===== src/rtl/vid_frame_read_scheduler_if.sv =====
// Read-command channel between the frame read scheduler and the memory reader.
// The scheduler is the master: it drives the burst command and receives the handshakes.
interface vid_frame_read_scheduler_if #(
  parameter int ADDR_W = 28
);
  logic              o_rd_req;
  logic [ADDR_W-1:0] o_rd_addr;
  logic [7:0]        o_rd_len;
  logic              i_rd_ack;
  logic              i_rd_done;

  modport master (output o_rd_req, o_rd_addr, o_rd_len, input i_rd_ack, i_rd_done);
  modport slave  (input o_rd_req, o_rd_addr, o_rd_len, output i_rd_ack, i_rd_done);
endinterface


===== src/rtl/vid_frame_read_scheduler.sv =====
// Per-frame burst read scheduler: restarts at each display VS edge, throttles bursts
// on line-FIFO fill level, keeps one burst outstanding, and flags underflow / late VS.
module vid_frame_read_scheduler #(
  parameter int H_ACTIVE        = 1280,
  parameter int V_ACTIVE        = 720,
  parameter int BURST_LEN       = 64,
  parameter int FIFO_DEPTH      = 2048,
  parameter int BYTES_PER_PIXEL = 4,
  parameter int ADDR_W          = 28,
  parameter int VS_POLARITY     = 1,
  parameter int FLUSH_CYCLES    = 4
) (
  input  logic                 i_clk,
  input  logic                 i_rst_n,
  input  logic                 i_vs,
  input  logic                 i_de,
  input  logic [ADDR_W-1:0]    i_frame_base,
  input  logic [11:0]          i_fifo_level,
  input  logic                 i_fifo_empty,
  output logic                 o_fifo_flush,
  vid_frame_read_scheduler_if.master rd_if,
  output logic                 o_busy,
  output logic                 o_underflow,
  output logic                 o_late_vs,
  input  logic                 i_err_clr
);

  localparam logic              VS_ACT     = 1'(VS_POLARITY);
  localparam logic [20:0]       TOTAL      = 21'(H_ACTIVE * V_ACTIVE);
  localparam logic [12:0]       DEPTH13    = 13'(FIFO_DEPTH);
  localparam logic [ADDR_W-1:0] BPP_A      = ADDR_W'(BYTES_PER_PIXEL);
  localparam int                CNT_W      = (FLUSH_CYCLES > 1) ? $clog2(FLUSH_CYCLES) : 1;
  localparam logic [CNT_W-1:0]  FLUSH_LAST = CNT_W'(FLUSH_CYCLES - 1);

  typedef enum logic [2:0] {
    S_IDLE, S_FLUSH, S_WAIT_SPACE, S_REQ, S_WAIT_DONE, S_FRAME_END
  } state_t;

  state_t            r_state, w_next;
  logic              r_vs_prev, r_edge, r_vs_pending;
  logic [ADDR_W-1:0] r_base, r_rd_ptr, r_rd_addr;
  logic [20:0]       r_remaining;
  logic [7:0]        r_rd_len;
  logic [CNT_W-1:0]  r_flush_cnt;
  logic              r_underflow, r_late_vs;
  logic              w_edge, w_restart, w_fits, w_late_evt, w_uf_evt;
  logic [7:0]        w_len;
  logic [ADDR_W-1:0] w_step;

  function automatic logic [7:0] f_burst_len(input logic [20:0] rem);
    if (rem < 21'(BURST_LEN)) f_burst_len = rem[7:0];
    else                      f_burst_len = 8'(BURST_LEN);
  endfunction

  assign w_edge     = (i_vs == VS_ACT) && (r_vs_prev != VS_ACT);
  assign w_len      = f_burst_len(r_remaining);
  assign w_fits     = ({1'b0, i_fifo_level} + {5'd0, w_len}) <= DEPTH13;
  assign w_step     = ADDR_W'(r_rd_len) * BPP_A;
  assign w_late_evt = r_edge && (r_state == S_WAIT_SPACE || r_state == S_REQ ||
                                 r_state == S_WAIT_DONE);
  assign w_uf_evt   = i_de && i_fifo_empty && (r_state != S_IDLE) && (r_state != S_FLUSH);

  always_ff @(posedge i_clk or negedge i_rst_n) begin
    if (!i_rst_n) r_state <= S_IDLE;
    else          r_state <= w_next;
  end

  // A pending VS never abandons a command: REQ waits for its ack, WAIT_DONE for its done.
  always_comb begin
    w_next    = r_state;
    w_restart = 1'b0;
    case (r_state)
      S_IDLE, S_FRAME_END: begin
        if (r_edge) begin
          w_next    = S_FLUSH;
          w_restart = 1'b1;
        end
      end
      S_FLUSH: begin
        if (r_edge)                          w_restart = 1'b1;
        else if (r_flush_cnt == FLUSH_LAST)  w_next    = S_WAIT_SPACE;
      end
      S_WAIT_SPACE: begin
        if (r_edge) begin
          w_next    = S_FLUSH;
          w_restart = 1'b1;
        end else if (r_remaining == '0) begin
          w_next = S_FRAME_END;
        end else if (w_fits) begin
          w_next = S_REQ;
        end
      end
      S_REQ: begin
        if (rd_if.i_rd_ack) w_next = S_WAIT_DONE;
      end
      S_WAIT_DONE: begin
        if (rd_if.i_rd_done) begin
          if (r_vs_pending || r_edge) begin
            w_next    = S_FLUSH;
            w_restart = 1'b1;
          end else begin
            w_next = S_WAIT_SPACE;
          end
        end
      end
      default: w_next = S_IDLE;
    endcase
  end

  // Base is captured on the raw edge so it is ready when the registered edge restarts the frame.
  always_ff @(posedge i_clk) begin
    if (w_edge) r_base <= i_frame_base;
  end

  always_ff @(posedge i_clk or negedge i_rst_n) begin
    if (!i_rst_n) begin
      r_vs_prev    <= VS_ACT;
      r_edge       <= 1'b0;
      r_vs_pending <= 1'b0;
      r_rd_ptr     <= '0;
      r_remaining  <= '0;
      r_flush_cnt  <= '0;
      r_rd_addr    <= '0;
      r_rd_len     <= '0;
      r_underflow  <= 1'b0;
      r_late_vs    <= 1'b0;
    end else begin
      r_vs_prev <= i_vs;
      r_edge    <= w_edge;
      if (w_restart) begin
        r_rd_ptr     <= r_base;
        r_remaining  <= TOTAL;
        r_flush_cnt  <= '0;
        r_vs_pending <= 1'b0;
      end else begin
        if (r_state == S_FLUSH) r_flush_cnt <= r_flush_cnt + CNT_W'(1);
        if (r_state == S_REQ && rd_if.i_rd_ack) begin
          r_rd_ptr    <= r_rd_ptr + w_step;
          r_remaining <= r_remaining - 21'(r_rd_len);
        end
        if (r_edge && (r_state == S_REQ || r_state == S_WAIT_DONE)) r_vs_pending <= 1'b1;
      end
      if (r_state == S_WAIT_SPACE && w_next == S_REQ) begin
        r_rd_addr <= r_rd_ptr;
        r_rd_len  <= w_len;
      end
      if (w_late_evt)     r_late_vs <= 1'b1;
      else if (i_err_clr) r_late_vs <= 1'b0;
      if (w_uf_evt)       r_underflow <= 1'b1;
      else if (i_err_clr) r_underflow <= 1'b0;
    end
  end

  assign o_fifo_flush    = (r_state == S_FLUSH);
  assign o_busy          = (r_state != S_IDLE) && (r_state != S_FRAME_END);
  assign o_underflow     = r_underflow;
  assign o_late_vs       = r_late_vs;
  assign rd_if.o_rd_req  = (r_state == S_REQ);
  assign rd_if.o_rd_addr = r_rd_addr;
  assign rd_if.o_rd_len  = r_rd_len;

endmodule


===== src/flat_wrapper.sv =====
// flat-port wrapper written by rule: the top's interface ports become plain ports
module vid_frame_read_scheduler_flat 
#(
  parameter int H_ACTIVE        = 1280,
  parameter int V_ACTIVE        = 720,
  parameter int BURST_LEN       = 64,
  parameter int FIFO_DEPTH      = 2048,
  parameter int BYTES_PER_PIXEL = 4,
  parameter int ADDR_W          = 28,
  parameter int VS_POLARITY     = 1,
  parameter int FLUSH_CYCLES    = 4
)
  (i_clk, i_rst_n, i_vs, i_de, i_frame_base, i_fifo_level, i_fifo_empty, o_fifo_flush, o_busy, o_underflow, o_late_vs, i_err_clr, rd_if_o_rd_req, rd_if_o_rd_addr, rd_if_o_rd_len, rd_if_i_rd_ack, rd_if_i_rd_done);
  vid_frame_read_scheduler_if #(.ADDR_W(ADDR_W)) rd_if_i ();
  input  logic i_clk;
  input  logic i_rst_n;
  input  logic i_vs;
  input  logic i_de;
  input  logic [ADDR_W-1:0] i_frame_base;
  input  logic [11:0] i_fifo_level;
  input  logic i_fifo_empty;
  output logic o_fifo_flush;
  output logic o_busy;
  output logic o_underflow;
  output logic o_late_vs;
  input  logic i_err_clr;
  output wire logic [$bits(rd_if_i.o_rd_req)-1:0] rd_if_o_rd_req;
  output wire logic [$bits(rd_if_i.o_rd_addr)-1:0] rd_if_o_rd_addr;
  output wire logic [$bits(rd_if_i.o_rd_len)-1:0] rd_if_o_rd_len;
  input wire logic [$bits(rd_if_i.i_rd_ack)-1:0] rd_if_i_rd_ack;
  input wire logic [$bits(rd_if_i.i_rd_done)-1:0] rd_if_i_rd_done;
  assign rd_if_o_rd_req = rd_if_i.o_rd_req;
  assign rd_if_o_rd_addr = rd_if_i.o_rd_addr;
  assign rd_if_o_rd_len = rd_if_i.o_rd_len;
  assign rd_if_i.i_rd_ack = rd_if_i_rd_ack;
  assign rd_if_i.i_rd_done = rd_if_i_rd_done;
  vid_frame_read_scheduler #(.H_ACTIVE(H_ACTIVE), .V_ACTIVE(V_ACTIVE), .BURST_LEN(BURST_LEN), .FIFO_DEPTH(FIFO_DEPTH), .BYTES_PER_PIXEL(BYTES_PER_PIXEL), .ADDR_W(ADDR_W), .VS_POLARITY(VS_POLARITY), .FLUSH_CYCLES(FLUSH_CYCLES)) u_core (.i_clk(i_clk), .i_rst_n(i_rst_n), .i_vs(i_vs), .i_de(i_de), .i_frame_base(i_frame_base), .i_fifo_level(i_fifo_level), .i_fifo_empty(i_fifo_empty), .o_fifo_flush(o_fifo_flush), .rd_if(rd_if_i), .o_busy(o_busy), .o_underflow(o_underflow), .o_late_vs(o_late_vs), .i_err_clr(i_err_clr));
endmodule

===== config.mk =====
export PLATFORM = sky130hd
export DESIGN_NAME = vid_frame_read_scheduler_flat
export DESIGN_NICKNAME = d
export VERILOG_FILES = /design/src/rtl/vid_frame_read_scheduler_if.sv /design/src/rtl/vid_frame_read_scheduler.sv /design/src/flat_wrapper.sv
export SDC_FILE = /design/constraint.sdc
export NUM_CORES = 1
export LEC_CHECK = 0
export BUFFER_PORTS_ARGS = -buffer_cell sky130_fd_sc_hd__buf_2
export CAP_MARGIN = 40
export CORE_UTILIZATION = 45
export CTS_CLUSTER_SIZE = 25
export DETAILED_ROUTE_END_ITERATION = 10
export SETUP_SLACK_MARGIN = 0.02
export SYNTH_ARGS = -nofsm -noshare
export SYNTH_HDL_FRONTEND = slang
export SYNTH_SLANG_ARGS = --single-unit

===== constraint.sdc =====
create_clock -name i_clk -period 8.5 [get_ports i_clk]
set_input_delay 1.7 -clock i_clk [delete_from_list [all_inputs] [get_ports i_clk]]
set_output_delay 1.7 -clock i_clk [all_outputs]
set_load 0.01 [all_outputs]

==> impl_metrics.py <==
metrics = {
    "logic_synthesis": {
        "synth_area_leader_cell": "sky130_fd_sc_hd__dfrtp_1",
        "syn_avg_cell_area_um2": 10.9,
        "synthTopCellsByArea": "sky130_fd_sc_hd__dfrtp_1, sky130_fd_sc_hd__edfxtp_1, sky130_fd_sc_hd__mux2_4",
        "share_of_synthesized_registers_carrying_an_async_set_or_reset": 0.772,
        "synth_fp_nets": 683,
        "ys.flop_type": "sky130_fd_sc_hd__dfrtp_1",
        "yosysTopAreaCellShare": 0.357,
        "ys_types": 67,
        "synth_enable_flop_cells": 28,
        "synth-seq-cells": 123,
        "synth_sequential_area_ratio": 0.489,
        "netlist_area_before_placement_mm2": 0.00659,
        "synthesis.instances": 607,
        "synth.yosys.warnings": 0,
    },
    "finish": {
        "layout_common_cells": "sky130_fd_sc_hd__dfrtp_1, sky130_fd_sc_hd__buf_2, sky130_fd_sc_hd__nand2_1",
        "drive_gt1_frac": 0.245,
        "number_of_nets_in_the_finished_design": 772,
        "diodes": 0,
        "final_cell_area_mm2": 0.00779,
        "most_frequent_standard_cell_in_the_layout_excluding_fill_and_tap_cells": "sky130_fd_sc_hd__dfrtp_1",
        "layout-area-overhead-vs-synth_pct": 18.2,
        "postLayoutCoreUtil": 0.552,
    },
    "timing": {
        "grt_setup_unrepaired": "no",
        "maximum_clock_frequency_mhz": 179,
        "final-max-slew-violation-count": 0,
        "final_period_minus_worst_setup_slack_ns": 5.60,
        "tightest_slew_margin_relative_to_the_limit": 0.484,
        "postLayoutSetupSlackWorst_ns": 2.90,
        "finClkSkew_ns": 0.00654,
        "layout_worst_path_cycle_share": 0.658,
        "setup_tns_ns": 0,
        "finalSetupViolations": 0,
        "report.final.hold_viol_count": 0,
        "worst-slew-pin-transition_ns": 0.774,
    },
    "route": {
        "drt_first_pass_iters": 5,
        "routed-via-count": 4989,
        "remaining_drc_errors": 0,
        "drt_iter0_drc": 271,
        "antenna_violating_nets_post_route": 0,
        "avgRoutedWirePerCell_um": 17.3,
        "drt-total-wl_mm": 15.4,
        "drt-vias-per-instance": 5.61,
    },
    "setup_path": {
        "cpLargestDelayFamily": "simple AND/OR/NAND/NOR gates",
        "timing.critical_path.buf_inv": 2,
        "largest_stage_delay_on_the_critical_path_ns": 0.65,
        "crit_cells": 16,
        "critical_path_required_ns": 8.80,
        "r2r.worst_path.cells": 16,
        "critical_path.endpoint_type": "flop",
        "cp_cell_sequence": "or4_4, or3_4, nor4_2, and3_1, inv_1, nor2_1, ha_1, fa_1, xor2_1, a2111oi_0, nand4_1, nor3_1, nand2_1, a31oi_4, buf_4, mux2_2",
        "arrival_ns": 5.90,
        "setup.worst_path.start_class": "flop",
        "critical_path_class": "flop to flop",
        "timing.critical_path.slowest_stage_cell": "sky130_fd_sc_hd__a31oi_4",
        "maximum_fanout_count_along_the_critical_path": 21,
    },
    "global_routing": {
        "grt_start_max_net_pins": 53,
        "global_route.overflow_total": 0,
        "number_of_antenna_violations_at_the_first_check_in_global_routing": 0,
        "grt_pass1_vias": 4821,
        "groute.usage.overall": 0.215,
        "first_pass_grt_wire_length_mm": 24.7,
    },
    "flow_run": {
        "cap_viol_max_count": 0,
    },
    "clocking": {
        "cts-resized-gates": 0,
        "postCtsSetupBuffers": 0,
        "cts_made_buffers": 17,
        "cts_tree": "done",
        "clkSlewWorstSetupHoldPaths_ns": 0.05,
        "clockRootBuffer": "sky130_fd_sc_hd__clkbuf_16",
        "clock_insertion_delay_worst_skew_ns": 0.42,
        "clock_path_buffers": 2,
        "clock-sinks": 123,
        "cts-hold-fix-buffers": 0,
        "ctsHtreeMaxLevel": 4,
    },
    "floorplan": {
        "ioPinCount": 89,
        "chip_height_um": 123,
        "die_x_um": 123,
        "core_region_area_mm2": 0.0141,
        "floorplan.rows": 43,
        "die-area_mm2": 0.0151,
        "start_util": 0.467,
    },
    "placed_design": {
        "io_buffers": 88,
        "placedInstanceArea_mm2": 0.00719,
        "final_gp_congestion": 0.922,
        "dp_slack_ns": 2.87,
        "hpwlAfterDp_mm": 10.6,
    },
    "power_and_ir_drop": {
        "powerDensity_mw_per_mm2": 291,
        "ir_drop_mv": 0.186,
        "leakage_dissipation_nw": 3.45,
        "total_power_mw": 2.27,
    },
    "outcome": {
        "status": "finished, final reports clean",
    },
    "min_path": {
        "worst_hold_path_type": "flop to flop",
        "hold-path-cell-count": 2,
    },
}
per-layer routing:
| metal | GRT usage | vias up | share of wire |
|---|---|---|---|
| met3 | 0.0540 | 12 | 0.043 |
| met4 | 0.0640 | 0 | 0.0091 |
| li1 | - | 2425 | - |
| met1 | 0.291 | 2423 | 0.48 |
| met5 | 0 | - | 0 |
| met2 | 0.341 | 129 | 0.47 |
synthesized netlist by cell type, types with 5 or more instances:
cell	count
sky130_fd_sc_hd__a21o_1	6
sky130_fd_sc_hd__nand4_1	5
sky130_fd_sc_hd__mux2i_1	10
sky130_fd_sc_hd__xnor2_1	11
sky130_fd_sc_hd__o21ai_0	40
sky130_fd_sc_hd__nor3_1	14
sky130_fd_sc_hd__a21oi_1	24
sky130_fd_sc_hd__nor2b_1	10
sky130_fd_sc_hd__o211ai_1	6
sky130_fd_sc_hd__nor4_1	9
sky130_fd_sc_hd__and2_1	11
sky130_fd_sc_hd__nand3_1	23
sky130_fd_sc_hd__a31oi_1	5
sky130_fd_sc_hd__edfxtp_1	28
sky130_fd_sc_hd__clkbuf_1	13
sky130_fd_sc_hd__nand2b_1	8
sky130_fd_sc_hd__a211oi_1	7
sky130_fd_sc_hd__mux2_2	6
sky130_fd_sc_hd__inv_1	30
sky130_fd_sc_hd__and3_1	9
sky130_fd_sc_hd__or3_1	13
sky130_fd_sc_hd__xor2_1	7
sky130_fd_sc_hd__nand2_1	46
sky130_fd_sc_hd__ha_1	25
sky130_fd_sc_hd__dfrtp_1	94
sky130_fd_sc_hd__a221o_1	5
sky130_fd_sc_hd__mux2_4	28
sky130_fd_sc_hd__nor2_1	34
flip-flops by register name, indices dropped and copies added (netlist names):
| name | count |
|---|---|
| u_core.r_rd_ptr | 28 |
| u_core.r_vs_prev | 1 |
| u_core.r_edge | 1 |
| u_core.r_remaining | 21 |
| u_core.rd_if.o_rd_addr | 28 |
| u_core.o_underflow | 1 |
| u_core.r_vs_pending | 1 |
| u_core.rd_if.o_rd_len | 8 |
| u_core.r_flush_cnt | 2 |
| u_core.o_late_vs | 1 |
| u_core.r_state | 3 |
| u_core.r_base | 28 |
cell type report:
| class | count | area, um2 |
|---|---|---|
| clock buffers | 25 | 515 |
| clock inverters | 7 | 85.1 |
| fillers | 1246 | 6310 |
| inverters | 30 | 113 |
| multi-input cells | 430 | 3140 |
| flip-flops and latches | 123 | 3220 |
| well taps | 180 | 225 |
| repair buffers | 94 | 488 |
worst paths after layout:
kind	slack (ns)	start	end
setup / recovery	2.90	u_core.r_remaining[11]	u_core.rd_if.o_rd_addr[1]
max in group asynchronous	6.13	i_rst_n	u_core.r_rd_ptr[21]
hold / removal	0.45	u_core.r_base[1]	u_core.r_rd_ptr[1]
min in group asynchronous	1.28	i_rst_n	u_core.r_flush_cnt[1]
setup reg to reg	2.90	u_core.r_remaining[11]	u_core.rd_if.o_rd_addr[1]
hold reg to reg	0.45	u_core.r_base[1]	u_core.r_rd_ptr[1]
worst register-to-register path, cell delays in order, from the launching register on:
cell	delay (ns)
sky130_fd_sc_hd__dfrtp_1	0.42
sky130_fd_sc_hd__or4_4	0.55
sky130_fd_sc_hd__or3_4	0.37
sky130_fd_sc_hd__nor4_2	0.15
sky130_fd_sc_hd__and3_1	0.31
sky130_fd_sc_hd__inv_1	0.09
sky130_fd_sc_hd__nor2_1	0.14
sky130_fd_sc_hd__ha_1	0.25
sky130_fd_sc_hd__fa_1	0.31
sky130_fd_sc_hd__xor2_1	0.11
sky130_fd_sc_hd__a2111oi_0	0.54
sky130_fd_sc_hd__nand4_1	0.22
sky130_fd_sc_hd__nor3_1	0.29
sky130_fd_sc_hd__nand2_1	0.17
sky130_fd_sc_hd__a31oi_4	0.65
sky130_fd_sc_hd__buf_4	0.49
sky130_fd_sc_hd__mux2_2	0.41
per-stage QoR:
step | std cells | hold WS [ns]
2_1_floorplan | 607 | 0.422
3_3_place_gp | 857 | 0.430
3_5_place_dp | 857 | 0.440
4_1_cts | 889 | 0.454
5_1_grt | 889 | 0.472
6_report | 889 | 0.449
cell families (layout without fill, tap and decap cells):
| group | after synthesis | in the layout | share of synthesized area |
|---|---|---|---|
| xor gates and xnor gates | 18 | 18 | 0.0239 |
| buffers and inverters | 54 | 156 | 0.0353 |
| muxes | 44 | 44 | 0.0893 |
| DFF | 123 | 123 | 0.489 |
| other | 1 | 1 | 0.000569 |
| and+or+nand+nor | 199 | 199 | 0.157 |
| adders and majority gates | 28 | 28 | 0.0566 |
| AOI/OAI and AO/OA | 140 | 140 | 0.148 |
power breakdown:
| part | total [mW] | internal, mW | switching, mW | leakage, nW |
|---|---|---|---|---|
| Combinational | 0.628 | 0.297 | 0.331 | 1.67 |
| Sequential | 0.910 | 0.758 | 0.152 | 1.47 |
| Clock | 0.728 | 0.475 | 0.252 | 0.303 |
Note: power is estimated with default switching activity, not from simulation.
